==> config.mk <==
export PLATFORM = sky130hd
export DESIGN_NAME = led_pattern_ctrl
export DESIGN_NICKNAME = d
export VERILOG_FILES = /design/src/rtl/led_pattern_ctrl_pkg.sv /design/src/rtl/led_pattern_ctrl_tick_gen.sv /design/src/rtl/led_pattern_ctrl.sv
export SDC_FILE = /design/constraint.sdc
export NUM_CORES = 1
export LEC_CHECK = 0
export CAP_MARGIN = 20
export CORE_MARGIN = 2
export CORE_UTILIZATION = 35
export CTS_CLUSTER_SIZE = 12
export DETAILED_ROUTE_END_ITERATION = 7
export GPL_ROUTABILITY_DRIVEN = 0
export GPL_TIMING_DRIVEN = 0
export SLEW_MARGIN = 20
export SYNTH_ARGS = -nofsm -noshare
export SYNTH_HDL_FRONTEND = slang
export SYNTH_HIERARCHICAL = 1
export SYNTH_SLANG_ARGS = --single-unit
export TNS_END_PERCENT = 30
==> constraint.sdc <==
create_clock -name clk -period 8.5 [get_ports clk]
set_input_delay 1.7 -clock clk [delete_from_list [all_inputs] [get_ports clk]]
set_output_delay 1.7 -clock clk [all_outputs]
set_load 0.01 [all_outputs]
==> src/rtl/led_pattern_ctrl_pkg.sv <==
// rtl/led_pattern_ctrl_pkg.sv - shared mode/direction encodings and LED seeds for the run-light
package led_pattern_ctrl_pkg;

  typedef enum logic [1:0] {
    MODE_RUN_R  = 2'd0,
    MODE_RUN_L  = 2'd1,
    MODE_BOUNCE = 2'd2,
    MODE_BLINK  = 2'd3
  } mode_t;

  typedef enum logic {
    DIR_LEFT  = 1'b0,
    DIR_RIGHT = 1'b1
  } dir_t;

  localparam logic [3:0] SEED_RUN   = 4'b1110;
  localparam logic [3:0] SEED_BLINK = 4'b1111;

  function automatic logic [3:0] mode_seed(input mode_t m);
    return (m == MODE_BLINK) ? SEED_BLINK : SEED_RUN;
  endfunction

endpackage

==> src/rtl/led_pattern_ctrl_tick_gen.sv <==
// rtl/led_pattern_ctrl_tick_gen.sv - step timer: period BASE_CNT>>speed, pause hold, button clear
module led_tick_gen #(
  parameter int BASE_CNT = 500_000,
  localparam int TW = $clog2(BASE_CNT)
) (
  input  logic       clk,
  input  logic       reset,
  input  logic [1:0] speed,
  input  logic       pause,
  input  logic       clear,
  output logic       tick
);

  logic [TW-1:0] timer;
  logic [TW-1:0] last;

  always_comb begin
    last = TW'((BASE_CNT >> speed) - 1);
    // a button press in the final count cycle pre-empts the step
    tick = (timer == last) && !pause && !clear;
  end

  always_ff @(posedge clk) begin
    if (reset) begin
      timer <= '0;
    end else if (clear || tick) begin
      timer <= '0;
    end else if (!pause) begin
      timer <= timer + TW'(1);
    end
  end

endmodule

==> src/rtl/led_pattern_ctrl.sv <==
// rtl/led_pattern_ctrl.sv - 4-LED run-light sequencer: mode/speed/dir registers and LED step mux
module led_pattern_ctrl
  import led_pattern_ctrl_pkg::*;
#(
  parameter int LED_W    = 4,
  parameter int BASE_CNT = 500_000
) (
  input  logic             clk,
  input  logic             reset,
  input  logic             btn_mode,
  input  logic             btn_speed,
  input  logic             pause,
  output logic [LED_W-1:0] led,
  output logic [1:0]       mode,
  output logic [1:0]       speed,
  output logic             tick
);

  mode_t            mode_q, mode_d;
  dir_t             dir_q, dir_d;
  logic [1:0]       speed_q, speed_d;
  logic [LED_W-1:0] led_q, led_d;

  led_tick_gen #(.BASE_CNT(BASE_CNT)) u_tick_gen (
    .clk   (clk),
    .reset (reset),
    .speed (speed_q),
    .pause (pause),
    .clear (btn_mode | btn_speed),
    .tick  (tick)
  );

  always_comb begin
    mode_d  = mode_q;
    dir_d   = dir_q;
    speed_d = speed_q;
    led_d   = led_q;
    if (btn_mode) begin
      mode_d = mode_t'(mode_q + 2'd1);
      dir_d  = DIR_LEFT;
      led_d  = mode_seed(mode_d);
    end
    if (btn_speed) begin
      speed_d = speed_q + 2'd1;
    end
    // tick is already gated off by either button, so these never collide
    if (tick) begin
      case (mode_q)
        MODE_RUN_R: led_d = {led_q[0], led_q[3:1]};
        MODE_RUN_L: led_d = {led_q[2:0], led_q[3]};
        MODE_BOUNCE: begin
          if (dir_q == DIR_LEFT) begin
            if (!led_q[3]) begin
              dir_d = DIR_RIGHT;
              led_d = {1'b1, led_q[3:1]};
            end else begin
              led_d = {led_q[2:0], 1'b1};
            end
          end else begin
            if (!led_q[0]) begin
              dir_d = DIR_LEFT;
              led_d = {led_q[2:0], 1'b1};
            end else begin
              led_d = {1'b1, led_q[3:1]};
            end
          end
        end
        default: led_d = ~led_q;
      endcase
    end
  end

  always_ff @(posedge clk) begin
    if (reset) begin
      mode_q  <= MODE_RUN_R;
      dir_q   <= DIR_LEFT;
      speed_q <= 2'd0;
      led_q   <= SEED_RUN;
    end else begin
      mode_q  <= mode_d;
      dir_q   <= dir_d;
      speed_q <= speed_d;
      led_q   <= led_d;
    end
  end

  assign led   = led_q;
  assign mode  = mode_q;
  assign speed = speed_q;

endmodule
## After elaboration in Yosys (flattened, before gate mapping)

Cells that the tools add are included.
W data, S select, Z words.

| operators by class | value |
|---|---|
| add/subtract/negate cells | 4 |
| shifts and indexed selects | 1 |
| bitwise gates (word level) | 2 |
| reductions and logical operators | 8 |
| eq/ne operators | 4 |
| muxes and demuxes | 13 |

Operators by type and width:

| operator | number |
|---|---|
| $mux W4 | 5 |
| $add A19 B1 Y19 const B | 1 |
| $eq A19 B19 Y1 | 1 |
| $shr A19 B2 Y19 const A | 1 |
| $sub A19 B2 Y19 const B | 1 |
| $pmux W4 S3 | 1 |
| $mux W1 | 7 |
| $add A2 B1 Y2 const B | 2 |
| $eq A2 B2 Y1 const B | 2 |
| $not A4 Y4 | 1 |
| $eq A2 B1 Y1 const B | 1 |
| $logic_and A1 B1 Y1 | 2 |
| $logic_not A1 Y1 | 2 |
| $logic_not A2 Y1 | 1 |
| $reduce_bool A2 Y1 | 1 |
| $reduce_or A2 Y1 | 1 |
| $logic_or A1 B1 Y1 | 1 |
| $or A1 B1 Y1 | 1 |

| storage, ports and cells | value |
|---|---|
| logic and storage cells | 37 |
| register bits | 28 |
| bits of input ports | 5 |
| output and inout port bits | 9 |

## Longest topological paths before layout

| depth | value |
|---|---|
| depth in word-level cells | 7 |
| mapped depth | 14 |
| depth with buffers taken out | 12 |

## Hierarchy

The synthesis kept the hierarchy.

By module, submodules not included:

| module | area each (µm²) | cells an instance | times used |
|---|---|---|---|
| led_tick_gen | 1,260.0 | 145 | 1 |
| led_pattern_ctrl | 579.3 | 70 | 1 |

## Least setup slack after synthesis

Ideal clock, no wire load.

| timing path | value |
|---|---|
| path type | input to output |
| start | input port pause |
| end | output port tick |
| required time | 6,800 ps |
| slack | 3,899 ps |
| path buffers | 2 |
| stages on the path | 6 |
| data arrival time | 2,901 ps |
| path through | clkbuf_1 > nor2_1 > o2111ai_1 > a2111oi_2 > buf_4 > nor2b_1 |

| between the ends | value |
|---|---|
| longest elaborated chain between the ends | 3 |

Ends and longest elaborated chain:

| element | line | RTL |
|---|---|---|
| start: declaration | led_pattern_ctrl.sv:12 | `input logic pause,` |
| $logic_not A1 Y1 | led_pattern_ctrl_tick_gen.sv:20 | `tick = (timer == last) && !pause && !clear;` |
| $logic_and A1 B1 Y1 (2 in a row) | led_pattern_ctrl_tick_gen.sv:20 |  |
| end: declaration | led_pattern_ctrl.sv:16 | `output logic tick` |

Every way passes these cells.

## Worst setup path in the final report

Ends and elaborated chain as after synthesis.

==> results <==
- The flow ran to the end, and the final reports show no timing, DRC or antenna violations.
- The clock buffer count from CTS is 3.
- The analysis attributes to cell leakage a power of approximately 0.73 nW.
- The area of placed instances is a little over 0.002 mm².
- The slew at the pin with the worst max-slew slack is around 0.6 ns.
- Of the cells placed in the final design, the portion with a size suffix greater than 1 is 7.391%.
- The count of nets left with antenna violations once routing finished came out at 0.
- Yosys mapped a number of flops with a built-in enable equal to 0.
- After detailed routing, the number of vias per cell comes to 5.057.
- The area inside the core boundary is 0.005075 mm².
- The worst hold slack across all endpoints is ~0.57 ns.
- The highest ir drop seen on vdd is 0.00005287 V.
- The number of search-and-repair iterations in the first detailed-routing pass is 4.
- Measured along the y axis, the die boundary spans roughly 76 µm.
- For this run, asynchronously set or reset flops after synthesis account for 0%.
- The number of synthesis warnings is 6.
- The fraction of the core area covered by cells at the end of the flow is 41.54%.
- The count of pins over their slew limit was 0.
- The clock sink count is 28.
- The critical path class is input pin to primary output.
- Timing would allow up to 0.1867 GHz.
- The via count of the first global-routing pass is between 1000 and 1500.
- In this run the mean area of a mapped cell was around 8.6 µm².
- STA puts the critical path data arrival time at 3.66 ns.
- The delay of the slowest cell on the worst path is approximately 0.57 ns.
- The total of flip-flops plus latches after synthesis is 28.
- The remaining design rule violation count is 0.
- The maximum fanout encountered on the critical timing path is 10.
- The wire length after detailed routing is slightly below 4000 µm.
- Setup repair after global routing left no endpoint under its margin.
- The total overflow left after global routing is 0.
- The required time at the endpoint of the critical path is between 6 and 7 ns.
- The layout overhead on the synthesized area is 14.63%.
- The final design area excluding fillers is 0.002108 mm².
- Measured against its own limit, the worst slew margin works out to 59.88%.
- Buffers inserted to repair hold after CTS numbered 0.
- In this run the post-CTS setup repair buffer count came out at 0.
- The standard-cell row count is 26.
- In the finished design, the share of the clock period the worst path needs comes to a little over three fifths.
- The die is 76.49 µm wide.
- The global-route usage over all layers is 14.55%.
- The met3 usage is 1.777%.
- The synthesized net count is 235.
- The total via count after detailed routing is 1517.
- After the first detailed-routing iteration, the DRC count stood at 76.
- The maximum count of clock buffers along a single path is 2.
- The layer flagged by global routing as most heavily used is met2.
- Entering global routing, the biggest net connects 17 pins.
- The critical path's slowest cell is sky130_fd_sc_hd__clkdlybuf4s50_1.
- In the synthesized netlist, the number of instances is 215.
- The clock period could shrink to 5.356 ns.
- The quantity of I/O buffers inserted on ports is 11.
- The post-synthesis sequential area ratio is 30.48%.
- The final-report setup violation count is 0.
- The worst-case clock skew is slightly above 0.008 ns.
- The signal on the critical path passes through clkbuf_1 -> nor2_1 -> o2111ai_1 -> a2111oi_2 -> buf_4 -> nor2b_1 -> clkdlybuf4s50_1.
- The I/O pin total is 14.
- The worst hold path class is flip-flop to flip-flop.
- The routed wirelength normalized by instance count is 13.21 µm.
- The HPWL after detailed placement is 2895 µm.
- Global routing used 23.98% of the available met2 tracks.
- STA classifies the critical path endpoint as a primary output.
- The number of diodes is 0.
- The number of hold violations in the final report is 0.
- STA classifies the critical path startpoint as an input pin.
- Global routing used 20.12% of the available met1 tracks.
- For this configuration, the core starts out at a cell density of ~36%.
- After routing, the total negative slack on setup checks comes to 0 ns.
- The clock edge transition at the registers on the reported setup and hold paths is 0.10 ns.
- The number of antenna violations at the first check in global routing is 0.
- The mapped netlist covers 0.001839 mm².
- The post-cts gate resize count is 0.
- The tool flagged a number of max-cap violations equal to 0.
- The number of different library cells in the post-synthesis netlist is 46.
- The first global-routing pass estimated 7031 µm of wire.
- For the worst-skew pair, the clock arrives at the later sink with an insertion delay of around 0.28 ns.
- The cell at the root of the clock tree is sky130_fd_sc_hd__clkbuf_8.
- The TritonCTS clock tree is done.
- The area of the die is about 0.006 mm².
- In this run the number of H-tree levels came out at 1.
- The total power consumption of the routed design is 0.2825 mW.
- For this run, the leading register cell type out of synthesis is sky130_fd_sc_hd__dfxtp_1.
- The power density over the cells is 134.0 mW/mm².
- The net count of the finished layout is 251.
## placed cells by master, fill, tap and decap left out, types with 2 or more instances in the layout
cell / n
sky130_fd_sc_hd__a211oi_1: 2
sky130_fd_sc_hd__or3_1: 5
sky130_fd_sc_hd__clkdlybuf4s50_1: 11
sky130_fd_sc_hd__and3_1: 3
sky130_fd_sc_hd__nand3b_1: 2
sky130_fd_sc_hd__nand4_1: 3
sky130_fd_sc_hd__a21oi_1: 5
sky130_fd_sc_hd__a311oi_1: 2
sky130_fd_sc_hd__nor2_1: 12
sky130_fd_sc_hd__and4b_1: 2
sky130_fd_sc_hd__o211ai_1: 2
sky130_fd_sc_hd__dfxtp_1: 28
sky130_fd_sc_hd__or2_2: 2
sky130_fd_sc_hd__clkbuf_1: 5
sky130_fd_sc_hd__nand2b_1: 4
sky130_fd_sc_hd__nor2b_1: 2
sky130_fd_sc_hd__nand4b_1: 2
sky130_fd_sc_hd__xor2_1: 13
sky130_fd_sc_hd__inv_1: 10
sky130_fd_sc_hd__a22oi_1: 3
sky130_fd_sc_hd__nor3_1: 21
sky130_fd_sc_hd__nand3_1: 9
sky130_fd_sc_hd__xnor2_1: 15
sky130_fd_sc_hd__ha_1: 15
sky130_fd_sc_hd__o21ai_0: 7
sky130_fd_sc_hd__nand2_1: 12
sky130_fd_sc_hd__clkbuf_8: 3
sky130_fd_sc_hd__buf_2: 3
sky130_fd_sc_hd__nor4_1: 4
sky130_fd_sc_hd__nor3_2: 2
sky130_fd_sc_hd__mux2i_1: 3
## cell type report
cell class	instances	area, µm²
Multi-Input combinational cell	167	1196
Clock inverter	1	30.03
Timing Repair Buffer	11	110.1
Sequential cell	28	560.5
Clock buffer	3	41.29
Inverter	10	37.54
Fill cell	528	2967
Tap cell	70	87.58
Buffer	10	45.04
## logic make-up (layout without fill, tap and decap cells)
family          after synthesis  count (layout)  share of synthesized area (%)
simple gates                 92              92                          28.91
compound gates               29              29                          10.95
xor+xnor                     28              28                          13.33
flops                        28              28                          30.48
buf+inv                      20              35                          4.490
fa+ha+maj                    15              15                          10.20
mux                           3               3                          1.633
## sequential cells by signal, summed over array words and instances (netlist names)
register	cells
led	4
speed	2
dir_q	1
mode	2
u_tick_gen/timer	19
## synthesized netlist by cell type, types with 2 or more instances
cell                       number  area share (%)
sky130_fd_sc_hd__and4b_1        2             1.1
sky130_fd_sc_hd__and3_1         3             1.0
sky130_fd_sc_hd__a22oi_1        3             1.2
sky130_fd_sc_hd__a211oi_1       2            0.82
sky130_fd_sc_hd__mux2i_1        3             1.6
sky130_fd_sc_hd__buf_2          3            0.82
sky130_fd_sc_hd__nor2_1        12             2.4
sky130_fd_sc_hd__dfxtp_1       28              30
sky130_fd_sc_hd__or2_2          2            0.68
sky130_fd_sc_hd__xor2_1        13             6.2
sky130_fd_sc_hd__nand4b_1       2            0.95
sky130_fd_sc_hd__ha_1          15              10
sky130_fd_sc_hd__nor4_1         4             1.4
sky130_fd_sc_hd__clkbuf_1       5             1.0
sky130_fd_sc_hd__a311oi_1       2            0.95
sky130_fd_sc_hd__or3_1          5             1.7
sky130_fd_sc_hd__nor3_1        21             5.7
sky130_fd_sc_hd__nor2b_1        2            0.68
sky130_fd_sc_hd__nand4_1        3             1.0
sky130_fd_sc_hd__xnor2_1       15             7.1
sky130_fd_sc_hd__inv_1         10             2.0
sky130_fd_sc_hd__o211ai_1       2            0.82
sky130_fd_sc_hd__nand2_1       12             2.4
sky130_fd_sc_hd__nand2b_1       4             1.4
sky130_fd_sc_hd__nor3_2         2             1.1
sky130_fd_sc_hd__nand3b_1       2            0.82
sky130_fd_sc_hd__a21oi_1        5             1.4
sky130_fd_sc_hd__nand3_1        9             2.4
sky130_fd_sc_hd__o21ai_0        7             1.9
## report_power, final
part	total, mW	internal [mW]	leakage [nW]	switching [mW]
Combinational	0.0381	0.0186	0.466	0.0196
Clock	0.106	0.0631	0.0357	0.0434
Sequential	0.138	0.133	0.226	0.00460
## critical path, delay by kind of cell
| family | cells | cell delay (ns) |
|---|---|---|
| buffers and inverters | 3 | 0.99 |
| AND/OR/NAND/NOR | 2 | 0.49 |
| AO/OA/AOI/OAI | 2 | 0.46 |
## final timing paths
check	start	to	slack (ns)	cells past startpoint
hold reg to reg	u_tick_gen/timer[18]	u_tick_gen/timer[18]	0.57	2
hold / removal	u_tick_gen/timer[18]	u_tick_gen/timer[18]	0.57	2
setup reg to reg	speed[0]	led[2]	5.00	13
setup / recovery	pause	tick	3.14	7
## metal layers
layer	routed length, µm	vias up
met3	54	2
met2	1878	7
met1	2008	717
met5	0	-
li1	-	791
met4	21	0
## stage by stage
stage               setup WS [ns]  instances
finish                      3.144        300
global route                2.967        300
CTS                         3.150        300
detailed placement          3.196        296
global placement            3.176        296
floorplan                   3.899        215
Note: power is estimated with default switching activity, not from simulation.
==> edit 1: new RTL, config.mk and constraints unchanged <==
Put a register stage on the output `tick`, cleared by the reset. The value now appears one clock later. The other outputs are not delayed to match.
--- a/src/rtl/led_pattern_ctrl.sv
+++ b/src/rtl/led_pattern_ctrl.sv
@@ -18,2 +18,4 @@
 
+  logic tick_d;
+
   mode_t            mode_q, mode_d;
@@ -29,3 +31,3 @@
     .clear (btn_mode | btn_speed),
-    .tick  (tick)
+    .tick  (tick_d)
   );
@@ -46,3 +48,3 @@
     // tick is already gated off by either button, so these never collide
-    if (tick) begin
+    if (tick_d) begin
       case (mode_q)
@@ -90,2 +92,10 @@
 
+  always_ff @(posedge clk) begin
+    if (reset) begin
+      tick <= '0;
+    end else begin
+      tick <= tick_d;
+    end
+  end
+
 endmodule
Formal check against the unedited RTL: same outputs for any inputs over 10 cycles, from zero or initial values and one cycle with reset high; that may be too few to reach the edited logic, so the function may still have changed.
==> edit 1 against the unedited design <==
  * Power grew 1.9%
  * Critical endpoint is now led[0]$_SDFFE_PP0P_
  * Cell area up 1.2%
  * Area after synthesis grew 0.61%
  * First-iteration DRC count rose by 41%
  * Fmax rose by 46%
  * Worst setup slack better by 1.7 ns
  * Routed wire length grew 0.23%
  * Largest cell class unchanged
  * Die area rose by 0.59%
  * Sequential cell count is 1 higher
  * Utilization increased by 0.25 points
  * Final cell count up 1.7%
==> edit 1: results <==
export IMPL_critPathLaunch="pause"
export IMPL_drive_gt1_share_pct=8.94
export IMPL_rr_worst_depth=13
export IMPL_multiInputGateArea_um2=1190
export IMPL_cp_endpoint="led[0]$_SDFFE_PP0P_"
export IMPL_syn_nets=236
export IMPL_drt_met1_wl_mm=1.93
export IMPL_place_inst=297
export IMPL_yosys_top_cells_area="dfxtp_1 31%, ha_1 10%, xnor2_1 7.1%"
export IMPL_grt_util_all_layers_pct=14.1
export IMPL_status="finished clean"
export IMPL_setup_ws_ns=4.83
export IMPL_p_leak_nw=0.748
export IMPL_gr_usage_met3_pct=2.82
export IMPL_final_net_count=254
export IMPL_hold_slack_ns=0.562
export IMPL_setup_viol=0
export IMPL_synthDistinctLibCells=50
export IMPL_hold_end="u_tick_gen/timer[1]$_SDFFE_PP0N_"
export IMPL_fin_skew_ns=0.00894
export IMPL_dp_hpwl_mm=2.86
export IMPL_grt_pass1_vias=1402
export IMPL_wl_met2_mm=1.82
export IMPL_fill_cells=526
export IMPL_grt_met2_usage_pct=22.2
export IMPL_largest_reg_flops=19
export IMPL_drt_pass1_iterations=4
export IMPL_vias=1537
export IMPL_cts_buffers=5
export IMPL_slowest_delay_ns=0.48
export IMPL_grt_pass1_wl_mm=6.67
export IMPL_ys_seq_area_share_pct=31.4
export IMPL_hold_path_class="register to register"
export IMPL_place_area_um2=2050
export IMPL_htreeDepth=2
export IMPL_reg2reg_slack_ns=5.06
export IMPL_synth_common_cells="29 x dfxtp_1, 22 x nor3_1, 16 x nor2_1"
export IMPL_dr_wl_met3_um=188
export IMPL_cp_end_kind="register"
export IMPL_synth_cells=216
export IMPL_clk_pin_slew_ns=0.07
export IMPL_cp_arrival_ns=3.82
export IMPL_pre_cts_ws_ns=4.56
export IMPL_min_from="u_tick_gen/timer[1]$_SDFFE_PP0N_"
export IMPL_post_cts_buffers=0
export IMPL_r2r_start="speed[0]$_SDFFE_PP0P_"
export IMPL_dr_first_iter_drc_count=107
export IMPL_yosysWarnings=6
export IMPL_root_buffer="clkbuf_8"
export IMPL_grt_max_degree=11
export IMPL_wl_mm=3.97
export IMPL_final_cells=305
export IMPL_portBuffers=11
export IMPL_ir_drop_mv=0.0869
export IMPL_critical_path_top_delay_family="simple AND/OR/NAND/NOR gates"
export IMPL_worst_path_max_delay_cell="or4b_1"
export IMPL_max_slew_worst_pin_slew_ns=0.549
export IMPL_met1_usage_pct=19.4
[edit 1: cells by family (layout without fill, tap and decap cells)]
| group | Yosys count | count (layout) | share of synthesized area, % |
|---|---|---|---|
| buffers and inverters | 19 | 38 | 4.33 |
| DFF | 29 | 29 | 31.4 |
| adders and majority gates | 15 | 15 | 10.1 |
| muxes | 3 | 3 | 1.69 |
| and+or+nand+nor | 93 | 93 | 28.3 |
| AOI/OAI and AO/OA | 29 | 29 | 10.9 |
| xor gates and xnor gates | 28 | 28 | 13.3 |
[edit 1: cell type report]
type	instances	area share, %
timing repair buffer	11	5.16
sequential	29	27.2
tap	70	4.10
buffer	10	2.17
inverter	9	1.58
clock inverter	3	0.821
clock buffer	5	3.22
multi-input combinational	168	55.7
[edit 1: power by group]
group | internal, mW | leakage [nW] | total (mW) | switching (mW)
sequential | 0.138 | 0.235 | 0.143 | 0.00453
clock | 0.0563 | 0.0439 | 0.109 | 0.0528
combinational | 0.0172 | 0.470 | 0.0362 | 0.0189
total | 0.212 | 0.748 | 0.288 | 0.0762
==> edit 2: new RTL, config.mk and constraints unchanged <==
Without the edit above. `BASE_CNT` is set to 500_000 in 2 places; all go to 1_000_000.
--- a/src/rtl/led_pattern_ctrl_tick_gen.sv
+++ b/src/rtl/led_pattern_ctrl_tick_gen.sv
@@ -2,3 +2,3 @@
 module led_tick_gen #(
-  parameter int BASE_CNT = 500_000,
+  parameter int BASE_CNT = 1_000_000,
   localparam int TW = $clog2(BASE_CNT)
--- a/src/rtl/led_pattern_ctrl.sv
+++ b/src/rtl/led_pattern_ctrl.sv
@@ -5,3 +5,3 @@
   parameter int LED_W    = 4,
-  parameter int BASE_CNT = 500_000
+  parameter int BASE_CNT = 1_000_000
 ) (
Behaviour: no difference found for any inputs over 10 cycles, from zero or initial values and one cycle with reset high; that may be too few to reach the edited logic, so the function may still have changed.
==> edit 2 against the unedited design <==
  * Utilization rose by 0.42 points
  * Register-to-register slack gained 0.12 ns
  * Synthesized cell count is 0.93% higher
  * Largest cell class unchanged
  * Power rose by 3.0%
  * Cell area rose by 2.3%
  * Global-route usage fell by 0.13 points
  * Hold slack worse by 0.025 ns
  * Worst setup slack lost 0.54 ns
  * Sequential cell count is 1 higher
  * Combinational power about the same
  * Routed wire length decreased by 2.0%
  * Area after synthesis is 1.5% higher
  * Non-clock buffer count up 3
  * Via count is 1.8% higher
  * Largest power group unchanged
==> edit 2: results <==
export IMPL_status="finished clean"
export IMPL_timing_rr_end="led[2]$_SDFFE_PP1P_"
export IMPL_fill_cells=542
export IMPL_clk_pin_slew_ns=0.06
export IMPL_largest_reg_flops=20
export IMPL_root_buffer="clkbuf_8"
export IMPL_p_leak_nw=0.753
export IMPL_synth_common_cells="29 x dfxtp_1, 24 x nor3_1, 16 x xnor2_1"
export IMPL_dp_hpwl_mm=2.74
export IMPL_place_inst=299
export IMPL_fin_skew_ns=0.00546
export IMPL_hold_slack_ns=0.547
export IMPL_ir_drop_mv=0.0799
export IMPL_htreeDepth=2
export IMPL_wl_mm=3.88
export IMPL_multi_input_gates=166
export IMPL_ys_seq_area_share_pct=31.1
export IMPL_finish_instance_area_um2=2160
export IMPL_critical_path_top_delay_family="buffers and inverters"
export IMPL_cts_buffers=5
export IMPL_max_slew_worst_pin_slew_ns=0.489
export IMPL_buffers=24
export IMPL_cts_buffer_depth=2
export IMPL_critPathLaunch="pause"
export IMPL_drive_gt1_share_pct=6.75
export IMPL_min_from="u_tick_gen/timer[1]$_SDFFE_PP0N_"
export IMPL_buffer_area_share_pct=8.29
export IMPL_routedWlPerCell_um=12.6
export IMPL_final_net_count=256
export IMPL_yosys_top_cells_area="dfxtp_1 31%, ha_1 10%, xnor2_1 7.5%"
export IMPL_synth_xor_area_share_pct=13.6
export IMPL_vias=1545
export IMPL_place_area_um2=2070
export IMPL_grt_max_degree=11
export IMPL_seq_cell_share_pct=26.9
export IMPL_rr_worst_depth=13
export IMPL_synthDistinctLibCells=45
export IMPL_nClkBuffers=6
export IMPL_cts_sinks=29
export IMPL_synth_mux_area_share_pct=1.61
export IMPL_syn_nets=237
export IMPL_synth_cells=217
export IMPL_clk_share_pct=3.83
export IMPL_hold_path_class="register to register"
export IMPL_slowest_delay_ns=0.53
export IMPL_holdPathStages=2
export IMPL_diodes=0
export IMPL_inv_count=10
export IMPL_synth_fa_ha_area_share_pct=10.1
export IMPL_synth_compound_area_share_pct=10.4
export IMPL_async_reset_ff_share_pct=0
export IMPL_dr_first_iter_drc_count=79
export IMPL_grt_util_all_layers_pct=14.4
export IMPL_portBuffers=12
export IMPL_reg2reg_slack_ns=5.12
export IMPL_multi_input_area_share_pct=55.2
export IMPL_hold_end="u_tick_gen/timer[1]$_SDFFE_PP0N_"
export IMPL_yosysMostFrequentCell="dfxtp_1"
export IMPL_worst_path_max_delay_cell="clkdlybuf4s50_1"
edit 2: through the flow:
| step | worst slack (ns) | power [mW] | util, % |
|---|---|---|---|
| 3_5_place_dp | 2.60 | 0.184 | 40.4 |
| 5_1_grt | 2.41 | 0.309 | 42.0 |
| 2_1_floorplan | 3.84 | 0.172 | - |
| 4_1_cts | 2.58 | 0.296 | 42.0 |
| 3_3_place_gp | 2.56 | 0.184 | 40.4 |
| 6_report | 2.61 | 0.291 | 42.0 |
edit 2: where the power goes:
part	switching, mW	internal (mW)
Combinational	0.0196	0.0186
Clock	0.0537	0.0566
Sequential	0.00450	0.138
edit 2: metal layers:
layer	part of all wire, %	routed length [um]	track usage, %	vias up
met1	52	2010	20.7	701
li1	-	-	-	806
met2	43	1680	21.5	33
met5	0	0	0	-
met3	3.6	139	2.82	5
met4	1.4	54	5.00	0
